`src/rtl/pe_mac_accum.sv`:
```
// Processing-element MAC accumulator. Each side (left/right) delivers a
// 3-lane bundle of weights, activations and accumulator indices; a rising
// edge on the side's ready level snapshots the bundle. A small FSM
// multiplies the lanes one per cycle and adds each product into a
// saturating accumulator file on the following cycle.
module pe_mac_accum #(
  parameter int ACC_DEPTH = 16,
  parameter int ACC_W     = 40
) (
  input  logic                         i_clk,
  input  logic                         i_rst_n,
  input  logic                         i_left_ready,
  input  logic                         i_right_ready,
  input  logic [62:0]                  i_left_addr,
  input  logic [62:0]                  i_right_addr,
  input  logic [47:0]                  i_left_w,
  input  logic [47:0]                  i_right_w,
  input  logic [47:0]                  i_left_ia,
  input  logic [47:0]                  i_right_ia,
  input  logic                         i_clear,
  input  logic                         i_rd_en,
  input  logic [$clog2(ACC_DEPTH)-1:0] i_rd_idx,
  output logic [ACC_W-1:0]             o_rd_data,
  output logic                         o_rd_valid,
  output logic                         o_busy,
  output logic                         o_overrun,
  output logic                         o_sat,
  output logic [15:0]                  o_group_cnt
);
  localparam int IDX_W  = $clog2(ACC_DEPTH);
  localparam int DATA_W = 16;
  localparam int PROD_W = 2 * DATA_W;
  localparam int LANES  = 3;
  localparam int KW     = LANES * IDX_W;

  typedef enum logic [1:0] {IDLE, MUL, DRAIN} state_t;

  state_t                   state;
  logic [1:0]               lane;
  logic                     last_right;
  logic                     rdy_l_q, rdy_r_q;
  logic                     pend_l, pend_r;
  logic [KW-1:0]            slot_l_k, slot_r_k, work_k;
  logic [47:0]              slot_l_w, slot_r_w, slot_l_ia, slot_r_ia;
  logic [47:0]              work_w, work_ia;
  logic signed [PROD_W-1:0] prod_p1;
  logic [IDX_W-1:0]         kidx_p1;
  logic                     vld_p1;
  logic signed [ACC_W-1:0]  acc [ACC_DEPTH];

  logic                     rise_l, rise_r, cap_l, cap_r, avail_l, avail_r;
  logic                     sel_l, sel_r;
  logic [KW-1:0]            k_in_l, k_in_r;
  logic signed [DATA_W-1:0] w_lane, ia_lane;
  logic [IDX_W-1:0]         k_lane;
  logic signed [PROD_W-1:0] prod_c;
  logic signed [ACC_W:0]    sum_p1;
  logic                     unused_addr;

  // x/y coordinates and the upper k bits play no part in accumulation
  assign unused_addr = ^{i_left_addr, i_right_addr};

  // Overflow of the one-bit-wider sum shows up as disagreeing top bits
  function automatic logic sat_hit(input logic [ACC_W:0] s);
    return s[ACC_W] != s[ACC_W-1];
  endfunction

  // Clamp the one-bit-wider sum back into the signed accumulator range
  function automatic logic signed [ACC_W-1:0] saturate(input logic [ACC_W:0] s);
    if (s[ACC_W] != s[ACC_W-1])
      return s[ACC_W] ? {1'b1, {(ACC_W-1){1'b0}}} : {1'b0, {(ACC_W-1){1'b1}}};
    return s[ACC_W-1:0];
  endfunction

  // Edge detection, overrun/capture decision and round-robin selection
  always_comb begin
    rise_l  = i_left_ready & ~rdy_l_q;
    rise_r  = i_right_ready & ~rdy_r_q;
    cap_l   = rise_l & ~pend_l;
    cap_r   = rise_r & ~pend_r;
    avail_l = pend_l | cap_l;
    avail_r = pend_r | cap_r;
    sel_l   = (state == IDLE) & avail_l & (~avail_r | last_right);
    sel_r   = (state == IDLE) & avail_r & ~sel_l;
  end

  // Pull the per-lane accumulator index out of each incoming address word
  always_comb begin
    k_in_l = '0;
    k_in_r = '0;
    for (int j = 0; j < LANES; j++) begin
      k_in_l[j*IDX_W +: IDX_W] = i_left_addr[21*j+14 +: IDX_W];
      k_in_r[j*IDX_W +: IDX_W] = i_right_addr[21*j+14 +: IDX_W];
    end
  end

  // Operands of the lane currently being multiplied
  always_comb begin
    w_lane  = $signed(work_w[DATA_W*int'(lane) +: DATA_W]);
    ia_lane = $signed(work_ia[DATA_W*int'(lane) +: DATA_W]);
    k_lane  = work_k[IDX_W*int'(lane) +: IDX_W];
    prod_c  = PROD_W'(w_lane) * PROD_W'(ia_lane);
  end

  // Sign-extended accumulate of the registered product
  always_comb begin
    sum_p1 = {acc[kidx_p1][ACC_W-1], acc[kidx_p1]}
           + {{(ACC_W+1-PROD_W){prod_p1[PROD_W-1]}}, prod_p1};
  end

  assign o_busy = (state != IDLE) | pend_l | pend_r;

  // Previous ready levels for rising-edge detection (updated even on clear,
  // so a ready that rose under clear is not seen as an edge afterwards)
  always_ff @(posedge i_clk or negedge i_rst_n) begin
    if (!i_rst_n) {rdy_l_q, rdy_r_q} <= 2'b00;
    else          {rdy_l_q, rdy_r_q} <= {i_left_ready, i_right_ready};
  end

  // Slots, pending flags and the IDLE/MUL/DRAIN sequencer
  always_ff @(posedge i_clk or negedge i_rst_n) begin
    if (!i_rst_n) begin
      state <= IDLE; lane <= 2'd0; last_right <= 1'b1;
      pend_l <= 1'b0; pend_r <= 1'b0; o_overrun <= 1'b0; o_group_cnt <= '0;
      slot_l_k <= '0; slot_l_w <= '0; slot_l_ia <= '0;
      slot_r_k <= '0; slot_r_w <= '0; slot_r_ia <= '0;
      work_k <= '0; work_w <= '0; work_ia <= '0;
    end else if (i_clear) begin
      state <= IDLE; lane <= 2'd0; last_right <= 1'b1;
      pend_l <= 1'b0; pend_r <= 1'b0; o_overrun <= 1'b0; o_group_cnt <= '0;
      slot_l_k <= '0; slot_l_w <= '0; slot_l_ia <= '0;
      slot_r_k <= '0; slot_r_w <= '0; slot_r_ia <= '0;
      work_k <= '0; work_w <= '0; work_ia <= '0;
    end else begin
      if (cap_l) begin slot_l_k <= k_in_l; slot_l_w <= i_left_w; slot_l_ia <= i_left_ia; end
      if (cap_r) begin slot_r_k <= k_in_r; slot_r_w <= i_right_w; slot_r_ia <= i_right_ia; end
      if ((rise_l & pend_l) | (rise_r & pend_r)) o_overrun <= 1'b1;
      pend_l <= avail_l & ~sel_l;
      pend_r <= avail_r & ~sel_r;
      case (state)
        IDLE: begin
          if (sel_l | sel_r) begin
            state      <= MUL;
            lane       <= 2'd0;
            last_right <= sel_r;
            // The working copy frees the slot for a new snapshot mid-group
            if (sel_l) begin
              work_k  <= cap_l ? k_in_l    : slot_l_k;
              work_w  <= cap_l ? i_left_w  : slot_l_w;
              work_ia <= cap_l ? i_left_ia : slot_l_ia;
            end else begin
              work_k  <= cap_r ? k_in_r     : slot_r_k;
              work_w  <= cap_r ? i_right_w  : slot_r_w;
              work_ia <= cap_r ? i_right_ia : slot_r_ia;
            end
          end
        end
        MUL: begin
          lane <= lane + 2'd1;
          if (lane == 2'd2) state <= DRAIN;
        end
        DRAIN: begin
          state       <= IDLE;
          o_group_cnt <= o_group_cnt + 16'd1;
        end
        default: state <= IDLE;
      endcase
    end
  end

  // Stage p1: one registered product per MUL cycle
  always_ff @(posedge i_clk or negedge i_rst_n) begin
    if (!i_rst_n) begin
      prod_p1 <= '0; kidx_p1 <= '0; vld_p1 <= 1'b0;
    end else if (i_clear) begin
      prod_p1 <= '0; kidx_p1 <= '0; vld_p1 <= 1'b0;
    end else begin
      vld_p1 <= (state == MUL);
      if (state == MUL) begin
        prod_p1 <= prod_c;
        kidx_p1 <= k_lane;
      end
    end
  end

  // Stage p2: saturating accumulate into the indexed entry
  always_ff @(posedge i_clk or negedge i_rst_n) begin
    if (!i_rst_n) begin
      for (int i = 0; i < ACC_DEPTH; i++) acc[i] <= '0;
      o_sat <= 1'b0;
    end else if (i_clear) begin
      for (int i = 0; i < ACC_DEPTH; i++) acc[i] <= '0;
      o_sat <= 1'b0;
    end else if (vld_p1) begin
      acc[kidx_p1] <= saturate(sum_p1);
      if (sat_hit(sum_p1)) o_sat <= 1'b1;
    end
  end

  // Registered read port returning the pre-edge accumulator value
  always_ff @(posedge i_clk or negedge i_rst_n) begin
    if (!i_rst_n) begin
      o_rd_data <= '0; o_rd_valid <= 1'b0;
    end else if (i_clear) begin
      o_rd_data <= '0; o_rd_valid <= 1'b0;
    end else begin
      o_rd_valid <= i_rd_en;
      if (i_rd_en) o_rd_data <= acc[i_rd_idx];
    end
  end
endmodule

```
`config.mk`:
```
export PLATFORM = sky130hd
export DESIGN_NAME = pe_mac_accum
export DESIGN_NICKNAME = d
export VERILOG_FILES = /design/src/rtl/pe_mac_accum.sv
export SDC_FILE = /design/constraint.sdc
export NUM_CORES = 2
export LEC_CHECK = 0
export ABC_CLOCK_PERIOD_IN_PS = 8300
export CAP_MARGIN = 10
export CORE_MARGIN = 2
export CORE_UTILIZATION = 45
export CTS_CLUSTER_DIAMETER = 80
export DETAILED_ROUTE_END_ITERATION = 7
export DONT_BUFFER_PORTS = 1
export GPL_TIMING_DRIVEN = 0
export HOLD_SLACK_MARGIN = 0.02
export PLACE_DENSITY_LB_ADDON = 0.25
export RECOVER_POWER = 25
export SETUP_SLACK_MARGIN = 0.15
export SLEW_MARGIN = 15
export SYNTH_ARGS = -nofsm -noshare
export SYNTH_HDL_FRONTEND = slang
export SYNTH_SLANG_ARGS = --single-unit
```
`constraint.sdc`:
```
create_clock -name i_clk -period 8.3 [get_ports i_clk]
set_input_delay 1.66 -clock i_clk [delete_from_list [all_inputs] [get_ports i_clk]]
set_output_delay 1.66 -clock i_clk [all_outputs]
set_load 0.03 [all_outputs]
```
==> results.sh <==
export IMPL_cts_inserted_buffers=114
export IMPL_worst_slew_pin_slew_ns=4.12
export IMPL_io_pins=388
export IMPL_hold_viol_final=0
export IMPL_initial_core_util_pct=45.5
export IMPL_cts_sinks=1069
export IMPL_die_y_um=380
export IMPL_drive_gt1_share_pct=15.6
export IMPL_critPathLaunchType="flip-flop"
export IMPL_fmax_ghz=0.125
export IMPL_report_final_slew_viol_count=169
export IMPL_synth_edf_count=0
export IMPL_grt_usage_pct=28.3
export IMPL_ys_flop_type="dfrtp_1"
export IMPL_htree_levels=3
export IMPL_period_minus_slack_ns=7.98
export IMPL_fin_crit_sh_pct=96.1
export IMPL_coreArea_um2=140000
export IMPL_drtPass1Iterations=6
export IMPL_vias=46600
export IMPL_wl_per_cell_um=27.3
export IMPL_grt_max_degree=1070
export IMPL_dp_hpwl_um=156000
export IMPL_slowest_delay_ns=0.56
export IMPL_num_rows=137
export IMPL_path_clk_slew_ns=0.06
export IMPL_placed_area_um2=66000
export IMPL_crit_type="flip-flop to flip-flop"
export IMPL_ys_seq_elements=1069
export IMPL_root_buffer="clkbuf_16"
export IMPL_clock_skew_final_ns=0.0825
export IMPL_switching_share_pct=31.1
export IMPL_worst_ir_drop_vdd_v=0.000229
export IMPL_p_int_uw=9890
export IMPL_tritoncts="done"
export IMPL_syn_inst=5349
export IMPL_setup_viol=0
export IMPL_crit_top_cell="fa_1"
export IMPL_synth_area_per_cell_um2=11.9
export IMPL_clk_latency_ns=0.78
export IMPL_whs_ns=0.491
export IMPL_final_core_util_pct=50.9
export IMPL_ant_nets=0
export IMPL_switchingPower_uw=4460
export IMPL_leakage_uw=0.0322
export IMPL_path_delay_family="adder cells"
export IMPL_postCtsHoldBufs=0
export IMPL_crit_slowest_cell="fa_1"
export IMPL_syn_area_um2=63600
export IMPL_die_area_um2=144000
export IMPL_crit_buf_inv=5
export IMPL_synthTopCellsByArea="dfrtp_1, mux4_2, fa_1, a221o_1, mux2i_1"
export IMPL_cts_buffer_depth=3
export IMPL_yosysTopAreaCellShare_pct=42.0
export IMPL_power_frac_comb_pct=20.2
export IMPL_grt_pass1_vias=48000
export IMPL_p_clk_share_pct=41.6
export IMPL_seq_area_frac_synth_pct=42.0
export IMPL_seq_power_share_pct=38.2
export IMPL_p_per_area_nw_per_um2=202
export IMPL_crit_arrival_ns=8.64
export IMPL_synth_top_area_cell="dfrtp_1"
export IMPL_globalRouteOverflowTotal=0
export IMPL_slew_headroom_pct=-174
export IMPL_routed_wl_um=204000
export IMPL_final_nets=6193
export IMPL_numPortBuffers=0
export IMPL_violations="max-capacitance violations, max-slew violations"
export IMPL_grt_pass1_wl_um=310000
export IMPL_synth_cell_types=73
export IMPL_gp_congestion=0.924
export IMPL_first_iter_violations=4715
export IMPL_drc_errors=0
export IMPL_die_w_um=380
export IMPL_path_max_fanout=10
export IMPL_rsz0062_at_grt="true"
export IMPL_yosys_warnings=0
export IMPL_final_area_um2=71200
export IMPL_via_per_inst=6.25
export IMPL_outcome="finished, violations left"
export IMPL_cp_required_ns=8.96
export IMPL_async_reset_ff_share_pct=100
export IMPL_hold_path_class="flip-flop to flip-flop"
export IMPL_syn2layout_area_growth_pct=11.9
export IMPL_antenna_found_initial=16
export IMPL_synth_nets=6064
export IMPL_end_kind="flip-flop"
export IMPL_max_cap_violations=1
power by group through the flow:
| stage | sequential [uW] | clock (uW) | combinational (uW) |
|---|---|---|---|
| after floorplan | 5520 | 0 | 1820 |
| after global placement | 5560 | 0 | 2650 |
| after detailed placement | 5560 | 0 | 2660 |
| after CTS | 5480 | 6020 | 2760 |
| after global routing | 5490 | 6240 | 3170 |
| final | 5480 | 5970 | 2900 |
cells in the mapped netlist (124+ instances only):
| cell | number |
|---|---|
| dfrtp_1 | 1068 |
| clkbuf_1 | 300 |
| nand2_1 | 568 |
| ha_1 | 124 |
| fa_1 | 263 |
| inv_1 | 318 |
| a221o_1 | 448 |
| mux4_2 | 400 |
| o21ai_0 | 201 |
| mux2i_1 | 295 |
| nor2_1 | 511 |
kinds of logic (layout without fill, tap and decap cells):
kind of cell	count (synthesis)	count (layout)	share of synthesized area, %
adder cells (fa/ha/maj)	387	387	10.7
flip-flops	1069	1069	42.0
multiplexers	695	695	18.8
other	0	11	0
XOR/XNOR	67	67	0.922
AND/OR/NAND/NOR	1266	1266	8.49
buffers and inverters	764	989	4.92
AO/OA/AOI/OAI	1101	1101	14.1
through the flow:
stage               TNS (ns)  std cells  power [uW]  setup WS, ns
global route               0       7456       14900        0.0282
floorplan                  0       5349        7340         0.490
global placement      -15.62       7225        8210         -1.79
finish                     0       7461       14400         0.324
CTS                        0       7442       14300         0.152
detailed placement    -16.46       7226        8220         -1.91
flip-flops by register name (all words and copies together) (netlist names), 40 cells and up:
| name | flops |
|---|---|
| slot_l_w | 48 |
| acc | 640 |
| work_ia | 48 |
| slot_l_ia | 48 |
| slot_r_ia | 48 |
| o_rd_data | 40 |
| work_w | 48 |
| slot_r_w | 48 |
placed cells by master (no fill, tap or decap), drive strengths merged, types with 11 or more instances in the layout:
cell,n
fa,263
clkbuf,449
a21oi,116
ha,124
or3,13
a211oi,13
nand3,20
buf,156
mux4,400
xor2,25
dfrtp,1068
xnor2,42
nor2,544
nand2,568
and2,17
nand2b,19
clkinv,27
a22o,52
a32o,115
bufinv,28
a21o,55
inv,321
nor3,13
diode,11
o21ai,219
nor2b,14
a221o,448
or2,17
nand4,17
mux2i,295
metal layers:
layer	up-vias	part of all wire (%)	track usage (%)
li1	20000	-	-
met1	24300	40	37.3
met2	1954	48	46.0
met3	377	8.3	6.07
met4	6	4.4	11.1
met5	-	0.020	0
final timing paths:
path,from,end,slack [ns],cells after the start
max in group asynchronous,i_rst_n,acc[373],1.34,5
min reg2reg,work_w[37],work_w[37],0.49,1
min,work_w[37],work_w[37],0.49,1
max,lane[1],prod_p1[29],0.32,25
min in group asynchronous,i_rst_n,slot_l_ia[3],2.30,1
max reg2reg,lane[1],prod_p1[29],0.32,25
what timing repair did:
action | 4_1_cts | 5_1_grt
gates resized for setup | 108 | 49
buffers inserted | 4 | 2
pin swaps | 2 | 1
endpoints found under the hold margin | 0 | 0
setup endpoints to repair | 28 | 189
area by class of cell:
class	instances	area, um2
Fill cell	12300	68700
Multi-Input combinational cell	3516	34200
Sequential cell	1069	26800
Clock buffer	146	3220
Tap cell	1876	2350
Buffer	446	2040
Clock inverter	66	1200
Inverter	318	1190
Timing Repair Buffer	13	199
Antenna cell	11	27.5
Power figures use the tool's default switching activity.
